[src/rtl/key_event_queue_pkg.sv]
// Shared key codes, PS/2 scancode constants and types for the keyboard event path.
package key_event_queue_pkg;

   localparam logic [3:0] key_relesed = 4'd0;
   localparam logic [3:0] key_a       = 4'd1;
   localparam logic [3:0] key_s       = 4'd2;
   localparam logic [3:0] key_w       = 4'd3;
   localparam logic [3:0] key_d       = 4'd4;
   localparam logic [3:0] key_1       = 4'd5;
   localparam logic [3:0] key_2       = 4'd6;
   localparam logic [3:0] key_3       = 4'd7;
   localparam logic [3:0] key_4       = 4'd8;
   localparam logic [3:0] key_esc     = 4'd9;

   localparam logic [7:0] SC_A     = 8'h1C;
   localparam logic [7:0] SC_S     = 8'h1B;
   localparam logic [7:0] SC_W     = 8'h1D;
   localparam logic [7:0] SC_D     = 8'h23;
   localparam logic [7:0] SC_1     = 8'h16;
   localparam logic [7:0] SC_2     = 8'h1E;
   localparam logic [7:0] SC_3     = 8'h26;
   localparam logic [7:0] SC_4     = 8'h25;
   localparam logic [7:0] SC_ESC   = 8'h76;
   localparam logic [7:0] SC_BREAK = 8'hF0;
   localparam logic [7:0] SC_EXT   = 8'hE0;

   typedef enum logic [1:0] {
      ST_IDLE,
      ST_BRK,
      ST_EXT,
      ST_EXT_BRK
   } parse_state_t;

   typedef struct packed {
      logic [3:0] code;
      logic       pressed;
   } key_event_t;

   // Unmapped scancodes return key_relesed, which callers treat as "no key".
   function automatic logic [3:0] map_scancode(input logic [7:0] sc);
      case (sc)
         SC_A:    map_scancode = key_a;
         SC_S:    map_scancode = key_s;
         SC_W:    map_scancode = key_w;
         SC_D:    map_scancode = key_d;
         SC_1:    map_scancode = key_1;
         SC_2:    map_scancode = key_2;
         SC_3:    map_scancode = key_3;
         SC_4:    map_scancode = key_4;
         SC_ESC:  map_scancode = key_esc;
         default: map_scancode = key_relesed;
      endcase
   endfunction

endpackage

[src/rtl/key_event_fifo.sv]
// Generic synchronous FIFO; the head entry is read straight from storage.
module key_event_fifo #(
   parameter int DEPTH = 8,
   parameter int WIDTH = 8
) (
   input  logic             clk,
   input  logic             rst_n,
   input  logic             push,
   input  logic [WIDTH-1:0] push_data,
   input  logic             pop,
   output logic [WIDTH-1:0] pop_data,
   output logic             full,
   output logic             empty
);

   localparam int PTR_W = $clog2(DEPTH);
   localparam int CNT_W = $clog2(DEPTH + 1);
   localparam logic [PTR_W-1:0] PTR_ONE  = PTR_W'(1);
   localparam logic [CNT_W-1:0] CNT_ONE  = CNT_W'(1);
   localparam logic [CNT_W-1:0] CNT_FULL = CNT_W'(DEPTH);

   logic [WIDTH-1:0] mem [DEPTH];
   logic [PTR_W-1:0] wr_ptr;
   logic [PTR_W-1:0] rd_ptr;
   logic [CNT_W-1:0] count;
   logic             do_push;
   logic             do_pop;

   // A push into a full FIFO is still accepted when the head leaves in the same cycle.
   assign do_pop   = pop && !empty;
   assign do_push  = push && (!full || do_pop);
   assign full     = (count == CNT_FULL);
   assign empty    = (count == '0);
   assign pop_data = mem[rd_ptr];

   always_ff @(posedge clk or negedge rst_n) begin
      if (!rst_n) begin
         for (int i = 0; i < DEPTH; i++) begin
            mem[i] <= '0;
         end
         wr_ptr <= '0;
         rd_ptr <= '0;
         count  <= '0;
      end else begin
         if (do_push) begin
            mem[wr_ptr] <= push_data;
            wr_ptr      <= wr_ptr + PTR_ONE;
         end
         if (do_pop) begin
            rd_ptr <= rd_ptr + PTR_ONE;
         end
         if (do_push && !do_pop) begin
            count <= count + CNT_ONE;
         end else if (!do_push && do_pop) begin
            count <= count - CNT_ONE;
         end
      end
   end

endmodule

[src/rtl/key_event_queue.sv]
// PS/2 scancode parser that tracks held keys and queues press/release events for the game logic.
module key_event_queue
   import key_event_queue_pkg::*;
#(
   parameter int FIFO_DEPTH      = 8,
   parameter int NUM_KEYS        = 9,
   parameter int SUPPRESS_REPEAT = 1
) (
   input  logic                clk,
   input  logic                rst_n,
   input  logic                sc_valid,
   input  logic [7:0]          sc_data,
   output logic                evt_valid,
   input  logic                evt_ready,
   output logic [3:0]          evt_code,
   output logic                evt_pressed,
   output logic [3:0]          key_code,
   output logic [NUM_KEYS-1:0] held_keys,
   output logic                overflow,
   input  logic                clr_overflow
);

   localparam logic [3:0]          MAX_CODE = 4'(NUM_KEYS);
   localparam logic [NUM_KEYS-1:0] ONE_MASK = NUM_KEYS'(1);

   parse_state_t        state;
   logic [1:0]          rst_pipe;
   logic                rst_int_n;
   logic [3:0]          byte_code;
   logic                valid_key;
   logic [NUM_KEYS-1:0] key_mask;
   logic                already_held;
   logic                is_make;
   logic                is_break;
   logic                push;
   logic                pop;
   logic                fifo_full;
   logic                fifo_empty;
   key_event_t          push_evt;
   key_event_t          head_evt;

   // Reset asserts immediately but is released only after two clean clock edges.
   always_ff @(posedge clk or negedge rst_n) begin
      if (!rst_n) begin
         rst_pipe <= 2'b00;
      end else begin
         rst_pipe <= {rst_pipe[0], 1'b1};
      end
   end
   assign rst_int_n = rst_pipe[1];

   always_comb begin
      byte_code    = map_scancode(sc_data);
      valid_key    = (byte_code != key_relesed) && (byte_code <= MAX_CODE);
      key_mask     = ONE_MASK << (byte_code - 4'd1);
      already_held = |(held_keys & key_mask);
      is_make      = sc_valid && (state == ST_IDLE) && (sc_data != SC_BREAK)
                     && (sc_data != SC_EXT) && valid_key;
      is_break     = sc_valid && (state == ST_BRK) && valid_key;
      push         = is_break || (is_make && !((SUPPRESS_REPEAT != 0) && already_held));
      push_evt.code    = byte_code;
      push_evt.pressed = is_make;
   end

   assign evt_valid   = !fifo_empty;
   assign pop         = evt_valid && evt_ready;
   assign evt_code    = head_evt.code;
   assign evt_pressed = head_evt.pressed;

   // Parser, hold tracking and overflow share one registered block so they move together.
   always_ff @(posedge clk or negedge rst_int_n) begin
      if (!rst_int_n) begin
         state     <= ST_IDLE;
         key_code  <= key_relesed;
         held_keys <= '0;
         overflow  <= 1'b0;
      end else begin
         if (sc_valid) begin
            case (state)
               ST_IDLE: begin
                  if (sc_data == SC_BREAK) begin
                     state <= ST_BRK;
                  end else if (sc_data == SC_EXT) begin
                     state <= ST_EXT;
                  end else begin
                     state <= ST_IDLE;
                  end
               end
               ST_EXT:  state <= (sc_data == SC_BREAK) ? ST_EXT_BRK : ST_IDLE;
               default: state <= ST_IDLE;
            endcase
         end
         if (is_make) begin
            held_keys <= held_keys | key_mask;
            key_code  <= byte_code;
         end else if (is_break) begin
            held_keys <= held_keys & ~key_mask;
            if (key_code == byte_code) begin
               key_code <= key_relesed;
            end
         end
         if (push && fifo_full && !pop) begin
            overflow <= 1'b1;
         end else if (clr_overflow) begin
            overflow <= 1'b0;
         end
      end
   end

   key_event_fifo #(
      .DEPTH (FIFO_DEPTH),
      .WIDTH ($bits(key_event_t))
   ) u_fifo (
      .clk       (clk),
      .rst_n     (rst_int_n),
      .push      (push),
      .push_data (push_evt),
      .pop       (pop),
      .pop_data  (head_evt),
      .full      (fifo_full),
      .empty     (fifo_empty)
   );

endmodule

[config.mk]
export PLATFORM = sky130hd
export DESIGN_NAME = key_event_queue
export DESIGN_NICKNAME = d
export VERILOG_FILES = /design/src/rtl/key_event_queue_pkg.sv /design/src/rtl/key_event_fifo.sv /design/src/rtl/key_event_queue.sv
export SDC_FILE = /design/constraint.sdc
export NUM_CORES = 1
export LEC_CHECK = 0
export BUFFER_PORTS_ARGS = -buffer_cell sky130_fd_sc_hd__buf_4
export CAP_MARGIN = 15
export CORE_MARGIN = 8
export CORE_UTILIZATION = 35
export CTS_CLUSTER_SIZE = 14
export DETAILED_ROUTE_END_ITERATION = 8
export GPL_TIMING_DRIVEN = 0
export PLACE_DENSITY = 0.51
export SLEW_MARGIN = 40
export SYNTH_ARGS = -nofsm -noshare
export SYNTH_HDL_FRONTEND = slang
export SYNTH_SLANG_ARGS = --single-unit
[constraint.sdc]
create_clock -name clk -period 2.3 [get_ports clk]
set_input_delay 0.23 -clock clk [delete_from_list [all_inputs] [get_ports clk]]
set_output_delay 0.23 -clock clk [all_outputs]
set_load 0.02 [all_outputs]
=== Yosys cells after proc, flatten, opt, wreduce, memory -nomap -nowiden ===
Cells that the tools add are included.

* Register bits: 68
* Word-level logic and storage cells: 102
* Output and inout bits: 20

* $add $sub $neg: 5
* Shift operators: 1
* Mux-type cells: 20
* Equal/unequal tests: 17
* Order comparisons: 4
* Reduce and logical (&&, ||, !) cells: 33
* Bitwise gates (word level): 6

{| class="wikitable"
|+ Operators with widths
! operator !! count
|-
| $bwmux 40 || 1
|-
| $eq 8x5->1 const B || 5
|-
| $pmux 4 s9 || 1
|-
| $eq 8x6->1 const B || 3
|-
| $mux 4 || 5
|-
| $and 9x9->9 || 2
|-
| $mux 9 || 2
|-
| $eq 8x8->1 const B || 2
|-
| $logic_and 1x1->1 || 16
|-
| $ne 8x8->1 const B || 2
|-
| $bmux 5 s3 || 1
|-
| $demux 5 s3 || 1
|-
| $mux 5 || 3
|-
| $not 9->9 || 1
|-
| $or 9x9->9 || 1
|-
| $reduce_or 9->1 || 1
|-
| $shl 1x4->9 const A || 1
|-
| $eq 8x7->1 const B || 1
|-
| $ge 4x4->1 const B || 2
|-
| $not 3->4 || 2
|-
| $reduce_bool 2->1 || 4
|-
| $sub 4x1->4 const B || 2
|-
| $add 3x1->3 const B || 2
|-
| $logic_not 1->1 || 6
|-
| other kinds (15) || 19
|}

=== Logic depth before layout (Yosys ltp) ===
Gate-level depths: netlist (run 1).

* Depth after elaboration: 14
* Mapped depth: 15
* Gate-level depth less buffers: 13

=== Cells and area by module ===
Synthesis (run 1) repeated with hierarchy kept, for this count alone.

* Cell total of the unflattened synthesis: 307
* Area total of the unflattened synthesis: 3,813.7 sq um

{| class="wikitable"
|+ By module, submodules not included
! module !! instances !! cells each !! sequential area each (sq um) !! area each (sq um)
|-
| key_event_fifo || 1 || 164 || 1,251.2 || 2,549.9
|-
| key_event_queue || 1 || 143 || 450.4 || 1,263.7
|}

=== Worst setup path after synthesis (run 1) ===
OpenSTA, ideal clock, no wires.

* Kind: input-to-reg
* Start: in sc_data[2]
* End: reg u_fifo.count[3]
* Stages on the path: 15
* Arrival: 2.807 ns
* Slack: -0.632 ns
* Cell sequence: buf_4 and3b_1 and4_2 a222oi_1 nand2_1 o32ai_2 buf_6 ha_1 inv_1 ha_1 a21o_1 a21oi_1 xnor2_1 nor2_1 xor2_1

* Longest elaborated chain between the ends: 13
* Elaborated cells between the ends (all ways): 32
* Those cells by class: 1 x add/sub; 1 x order compare; 11 x eq/ne; 1 x shift; 2 x mux; 1 x bitwise; 15 x reduce/logical

{| class="wikitable"
|+ Ends and longest elaborated chain
! what !! line !! text
|-
| start: declaration || key_event_queue.sv:12 || <nowiki>input logic [7:0] sc_data,</nowiki>
|-
| $eq 8x7->1 (tied with other cells) || key_event_queue_pkg.sv:41 || <nowiki>case (sc)</nowiki>
|-
| $pmux 4 s9 || key_event_queue_pkg.sv:41 ||
|-
| $sub 4x1->4 || key_event_queue.sv:55 || <nowiki>key_mask = ONE_MASK << (byte_code - 4'd1);</nowiki>
|-
| $shl 1x4->9 || key_event_queue.sv:55 ||
|-
| $and 9x9->9 || key_event_queue.sv:56 || <nowiki>already_held = |(held_keys & key_mask);</nowiki>
|-
| $reduce_or 9->1 || key_event_queue.sv:56 ||
|-
| $logic_not 1->1 || key_event_queue.sv:60 || <nowiki>push = is_break || (is_make && !((SUPPRESS_REPEAT != 0) && already_held));</nowiki>
|-
| $logic_and 1x1->1 || key_event_queue.sv:60 ||
|-
| $logic_or 1x1->1 (*) || key_event_queue.sv:60 ||
|-
| $logic_and 1x1->1 (*) || key_event_fifo.sv:31 || <nowiki>assign do_push = push && (!full || do_pop);</nowiki>
|-
| net u_fifo.do_push || key_event_fifo.sv:26 || <nowiki>logic do_push;</nowiki>
|-
| $logic_not 1->1 || key_event_fifo.sv:54 || <nowiki>end else if (!do_push && do_pop) begin</nowiki>
|-
| $logic_and 1x1->1 || key_event_fifo.sv:54 ||
|-
| $reduce_bool 2->1 (no source line) || n/a ||
|-
| end signal: assignment || key_event_fifo.sv:53 || <nowiki>count <= count + CNT_ONE;</nowiki>
|-
| end signal: assignment || key_event_fifo.sv:55 || <nowiki>count <= count - CNT_ONE;</nowiki>
|-
| end: declaration || key_event_fifo.sv:25 || <nowiki>logic [CNT_W-1:0] count;</nowiki>
|}

Mark *: on every way through the listed nets, which the timed path passes. The rest lies on a longest branch.
A chain may end at the register's enable or synchronous reset.

==> results of run 1 <==
## layer usage
layer | global-route usage | vias up
li1 | - | 1167
met1 | 0.166 | 1228
met2 | 0.176 | 25
met3 | 0.0267 | 9
met4 | 0.0474 | 0
met5 | 0 | -
## through the flow
step | TNS [ns] | area [sq um] | hold slack (ns) | power, mW | std cells
detailed placement | -12.65 | 4170 | 0.0141 | 2.23 | 455
finish | -4.20 | 4510 | 0.0713 | 3.25 | 480
CTS | -9.63 | 4490 | 0.0627 | 3.28 | 481
global placement | -57.60 | 4120 | 0.0129 | 2.21 | 452
floorplan | -1.21 | 3740 | -0.0656 | 2.02 | 288
global route | -12.44 | 4510 | 0.0620 | 3.46 | 480
## worst max-delay path by stage
stage                from               to  slack, ns  cells past startpoint
2_1_floorplan  sc_data[1]  u_fifo.count[3]      -0.38                     15
3_3_place_gp   sc_data[3]  u_fifo.count[3]      -0.70                     15
3_5_place_dp   sc_data[3]  u_fifo.count[3]      -0.69                     15
4_1_cts         flip-flop  u_fifo.count[3]      -0.44                     14
5_1_grt         flip-flop  u_fifo.count[3]      -0.64                     14
6_report        flip-flop  u_fifo.count[3]      -0.40                     14
## kinds of logic after synthesis
group | Yosys count
AOI/OAI and AO/OA | 50
buffers and inverters | 22
DFF | 68
other | 1
muxes | 60
adders and majority gates | 6
and+or+nand+nor | 67
xor gates and xnor gates | 14
## layout make-up
type,count,share of cell area
plain buffers,16,0.0358
clock buffers,11,0.0314
clock inverters,5,0.0133
inverters,4,0.00389
multi-input cells,198,0.427
flip-flops and latches,68,0.378
well taps,136,0.0377
repair buffers,42,0.0730
## layout by cell type (no fill, tap or decap), types with 3 or more instances in the layout
cell and n:
dfrtp_1 67, buf_4 37, mux2_2 28, mux2_4 21
o21ai_0 20, xnor2_1 11, nand2_1 11, mux4_2 10
clkbuf_8 10, buf_6 9, nand3_1 9, nor2_1 6
nand3b_1 5, nor2b_1 5, nor3b_1 5, a21oi_1 4
o211ai_1 3, nand2b_1 3, inv_1 3, xor2_1 3
buf_2 3, clkbuf_1 3, ha_1 3
## power groups by stage
stage / Sequential, mW / Clock [mW] / Combinational, mW
2_1_floorplan: 1.46 / 0 / 0.564
3_3_place_gp: 1.47 / 0 / 0.743
3_5_place_dp: 1.46 / 0 / 0.774
4_1_cts: 1.44 / 1.03 / 0.812
5_1_grt: 1.46 / 1.08 / 0.914
6_report: 1.44 / 1.00 / 0.811
## timing repair
| action | 4_1_cts | 5_1_grt |
|---|---|---|
| resized for setup | 14 | 9 |
| hold buffers | 1 | 0 |
| setup buffers | 11 | 1 |
| hold endpoints to repair | 2 | 0 |
| setup endpoints to repair | 43 | 52 |
| pin swaps | 7 | 2 |
==> impl_metrics.toml, run 1 <==
[worst_hold_path]
hold_end = "overflow"
hold_start = "clr_overflow"
min_path_type = "input pin to flip-flop"
hold_depth = 2

[floorplanning]
ios = 33
start_util = 0.359
core_sq_um = 10300
rows = 37
die-area_sq_um = 14100
die_y_microns = 119
die_x_microns = 119

[clocking]
clock_sinks = 68
clkLatencyLatePin_ns = 0.35
cts.htree.levels = 3
cts_tree = "built"
clk_pin_slew_ns = 0.07
root_buffer = "clkbuf_8"
cts_inserted_buffers = 9
clk_path_buf_depth = 2

[route]
totalWireLength_microns = 7870
routed.top_layer = "met4"
drt_iter0_markers = 119
met1_length_microns = 3890
wl_met2_microns = 3660
wl_met3_microns = 212
avgRoutedWirePerCell_microns = 16.4
vias_per_cell = 5.06
num_vias = 2429
dr.pass1.iters = 4
post-route-drc-count = 0
drtAntennaViolNets = 0

[power]
leakagePower_nw = 2.06
p_sw_frac = 0.306
p_sw_mw = 0.996
ir_drop_mv = 0.336
combPwrFrac = 0.249
power_frac_seq = 0.443
clkPwrFrac = 0.308
power_density_nw_per_um2 = 721
intPower_mw = 2.26

[synthesis]
yosys-top-cells-count = "68 x dfrtp_1, 34 x mux2_2, 21 x o21ai_0"
synthesis.nets = 307
synth-async-reset-ratio = 1.00
synth-adder-area-share = 0.0224
netlist_instances = 288
synth_compound_area_frac = 0.0949
synth_top_family_by_area = "multiplexers"
yosys_warnings = 0
yosys.area.top_type = "dfrtp_1"
synth-xor-area-share = 0.0332
ys_top_cells_by_area = "dfrtp_1 46%, mux2_2 10%, mux2_4 6.1%"
synth_cell_types = 57
synth_mux_area_frac = 0.228
yosys.area_share.simple = 0.113
synth.avg_cell_area_sq_um = 12.8
synth_flop_cell = "dfrtp_1"
netlist_area_sq_um = 3690
ys_ff_latch = 68
netlist.area_leader.share = 0.461
synth.most_common_cell = "dfrtp_1"
ys_seq_area_frac = 0.461
synth_edf_count = 0

[grt]
grt_first_pass_wirelength_microns = 13500
grt_max_degree = 42
grt_overflow_total = 0
gr-usage-all-layers = 0.119
grt_antenna_before_repair = 0
grt_pass1_vias = 2515

[setup_path]
cp_common_cell = "ha_4"
max_stage_delay_ns = 0.39
arrival_ns = 2.92
crit_chain = "mux2i_1, o211ai_1, a222oi_1, nand2_1, o32ai_2, buf_6, ha_4, inv_4, ha_4, a21o_1, a21oi_2, xnor2_1, nor2_1, xor2_1"
critical_path.slowest_cell = "dfrtp_1"
crit_family = "compound AO/OA/AOI/OAI gates"
critPathCaptureType = "flip-flop"
ff2ff_path_depth = 14
path_buf_inv = 2
cp_max_fo = 3
worst-setup-path-type = "flip-flop to flip-flop"
cp_data_required_time_ns = 2.53
worst-r2r-setup-slack_ns = -0.40
rr_endpoint = "u_fifo.count[3]"
critPathLaunchType = "flip-flop"

[placement]
place_congestion = 0.740
dp_hpwl_microns = 5620
place_worst_setup_slack_ns = -0.691
io_buffers = 28

[layout]
drive_above_1_share = 0.436
diodes = 0
nNetsFinal = 358
fillers = 973
multiInputGateArea_sq_um = 1920
seqCellArea_sq_um = 1710
final_core_util = 0.439
area_delta_synth_final_pct = 22.1

[sta]
drv_slew = 0
period_needed_ns = 2.70
maxClockFrequency_mhz = 371
hold_viol = 0
finalSetupViolations = 39
rsz0062_at_grt = "true"
skew_ns = 0.0142
fin_crit_sh = 1.17
setup_ws_ns = -0.396

[status]
violations = "negative setup slack"
status = "complete, but fails checks"

[flow_run]
drv_cap = 0
No activity file was read; power rests on OpenSTA's default activity.
==> run 2: changes to the inputs <==
==> constraint.sdc (replaced) <==
create_clock -name clk -period 3.17 [get_ports clk]
set_input_delay 0.317 -clock clk [delete_from_list [all_inputs] [get_ports clk]]
set_output_delay 0.317 -clock clk [all_outputs]
set_load 0.02 [all_outputs]
==> run 2 against run 1 <==
Compared with the run above:
- the run now ends clean
- wire length fell by 0.95%
- flip-flop and latch count unchanged
- fmax fell by 7.0%
- non-clock buffer count is 7 lower
- die area did not move
- register-to-register slack improved by 0.67 ns
- final area shrank 3.5%
- clock skew down 0.0066 ns
==> impl_metrics.toml, run 2 (synthesis results as in run 1) <==
[worst_hold_path]
min_path_type = "input pin to flip-flop"
hold_start = "clr_overflow"

[route]
totalWireLength_microns = 7790
vias_per_cell = 4.96
drt_iter0_markers = 113
post-route-drc-count = 0
num_vias = 2347
avgRoutedWirePerCell_microns = 16.5
drtAntennaViolNets = 0
dr.pass1.iters = 6

[sta]
period_needed_ns = 2.90
hold_viol = 0
maxClockFrequency_mhz = 345
fin_crit_sh = 0.914
whs_ns = 0.176
worst_pin_slew_ns = 0.648
drv_slew = 0
rsz0062_at_grt = "false"
finalSetupViolations = 0
slew_headroom = 0.568
skew_ns = 0.00758
setup_tns_ns = 0

[floorplanning]
die-area_sq_um = 14100
ios = 33
core_sq_um = 10300
die_x_microns = 119
rows = 37
die_y_microns = 119
start_util = 0.359

[layout]
fillers = 986
mostFrequentLayoutCells = "67 x dfrtp_1, 34 x mux2_2, 31 x buf_4"
fin_area_sq_um = 4350
nNetsFinal = 351
final_core_util = 0.423
diodes = 0
final_common_cell = "dfrtp_1"
layoutNonFillerInstCount = 473
drive_above_1_share = 0.407
seqCellArea_sq_um = 1710
multiInputGateArea_sq_um = 1840
area_delta_synth_final_pct = 17.8

[grt]
grt_pass1_vias = 2460
gr-usage-all-layers = 0.118
grt_first_pass_wirelength_microns = 13200
grt_max_degree = 40
grt_antenna_before_repair = 0
grt_overflow_total = 0

[setup_path]
critPathLaunchType = "flip-flop"
cp_max_fo = 3
worst-r2r-setup-slack_ns = 0.27
critPathCaptureType = "flip-flop"
worst-setup-path-type = "flip-flop to flip-flop"
arrival_ns = 3.12
cp_data_required_time_ns = 3.40

[power]
ir_drop_mv = 0.385
leakagePower_nw = 1.97
power_density_nw_per_um2 = 529

[flow_run]
drv_cap = 0

[placement]
post_dp_cell_area_sq_um = 4110
place_congestion = 0.744
dpl.cell_count = 455
dp_hpwl_microns = 5820
io_buffers = 28

[clocking]
clkLatencyLatePin_ns = 0.34
cts_tree = "built"
cts.htree.levels = 3
root_buffer = "clkbuf_8"
clock_sinks = 68
clk_pin_slew_ns = 0.08
clk_path_buf_depth = 2
cts_inserted_buffers = 9

[status]
status = "completed"
## run 2: cell count changes in the layout (fill, tap and decap cells not counted), moves of 2 or more
cell / delta
mux2_4: -6
buf_4: -6
mux2_2: +6
buf_2: +2
nand2_4: -2
buf_8: -2
nand2_1: +2
## run 2: path summary, 6_finish.rpt
path / endpoint / depth (start not counted)
min in group asynchronous: u_fifo.rd_ptr[1] / 0
max: u_fifo.count[3] / 14
min: overflow / 2
max reg2reg: u_fifo.count[3] / 14
max in group asynchronous: key_code[3] / 1
min reg2reg: u_fifo.rd_ptr[1] / 0
## run 2: power breakdown
| group | leakage, nW | switching (mW) | internal [mW] |
|---|---|---|---|
| clock network | 0.0983 | 0.335 | 0.383 |
| logic | 0.951 | 0.271 | 0.278 |
| registers | 0.922 | 0.0895 | 0.946 |
| total | 1.97 | 0.695 | 1.61 |
## run 2: what timing repair did
item	4_1_cts	5_1_grt
setup endpoints to repair	0	1
buffers inserted	0	1
gates resized for setup	0	4
hold buffers	1	0
hold endpoints to repair	2	0
## run 2: critical path, stage by stage (launching register included)
cell and delay, ns:
dfrtp_1 0.40, mux2i_1 0.14, o211ai_1 0.13, a222oi_1 0.42, nand2_1 0.12, o32ai_2 0.30, buf_6 0.16, ha_4 0.13
inv_2 0.05, ha_1 0.26, a21o_1 0.19, a21oi_2 0.14, xnor2_1 0.12, nor2_1 0.07, xor2_1 0.16
## run 2: area by class of cell
cell class                 instances  share of cell area
timing repair buffer              33              0.0593
inverter                           4             0.00345
clock buffer                      10              0.0316
buffer                            18              0.0357
tap                              136              0.0391
multi-input combinational        198               0.424
sequential                        68               0.392
clock inverter                     6              0.0147
## run 2: per-layer routing
metal	wire, microns	GRT usage
met1	3810	0.156
met4	99	0.0451
met3	230	0.0295
met2	3650	0.182
met5	0	0
## run 2: metrics by stage
stage	worst slack, ns	power, mW
6_report	0.272	2.30
5_1_grt	0.0382	2.46
4_1_cts	0.149	2.33
3_5_place_dp	-0.167	1.60
3_3_place_gp	-0.181	1.58
2_1_floorplan	0.151	1.45
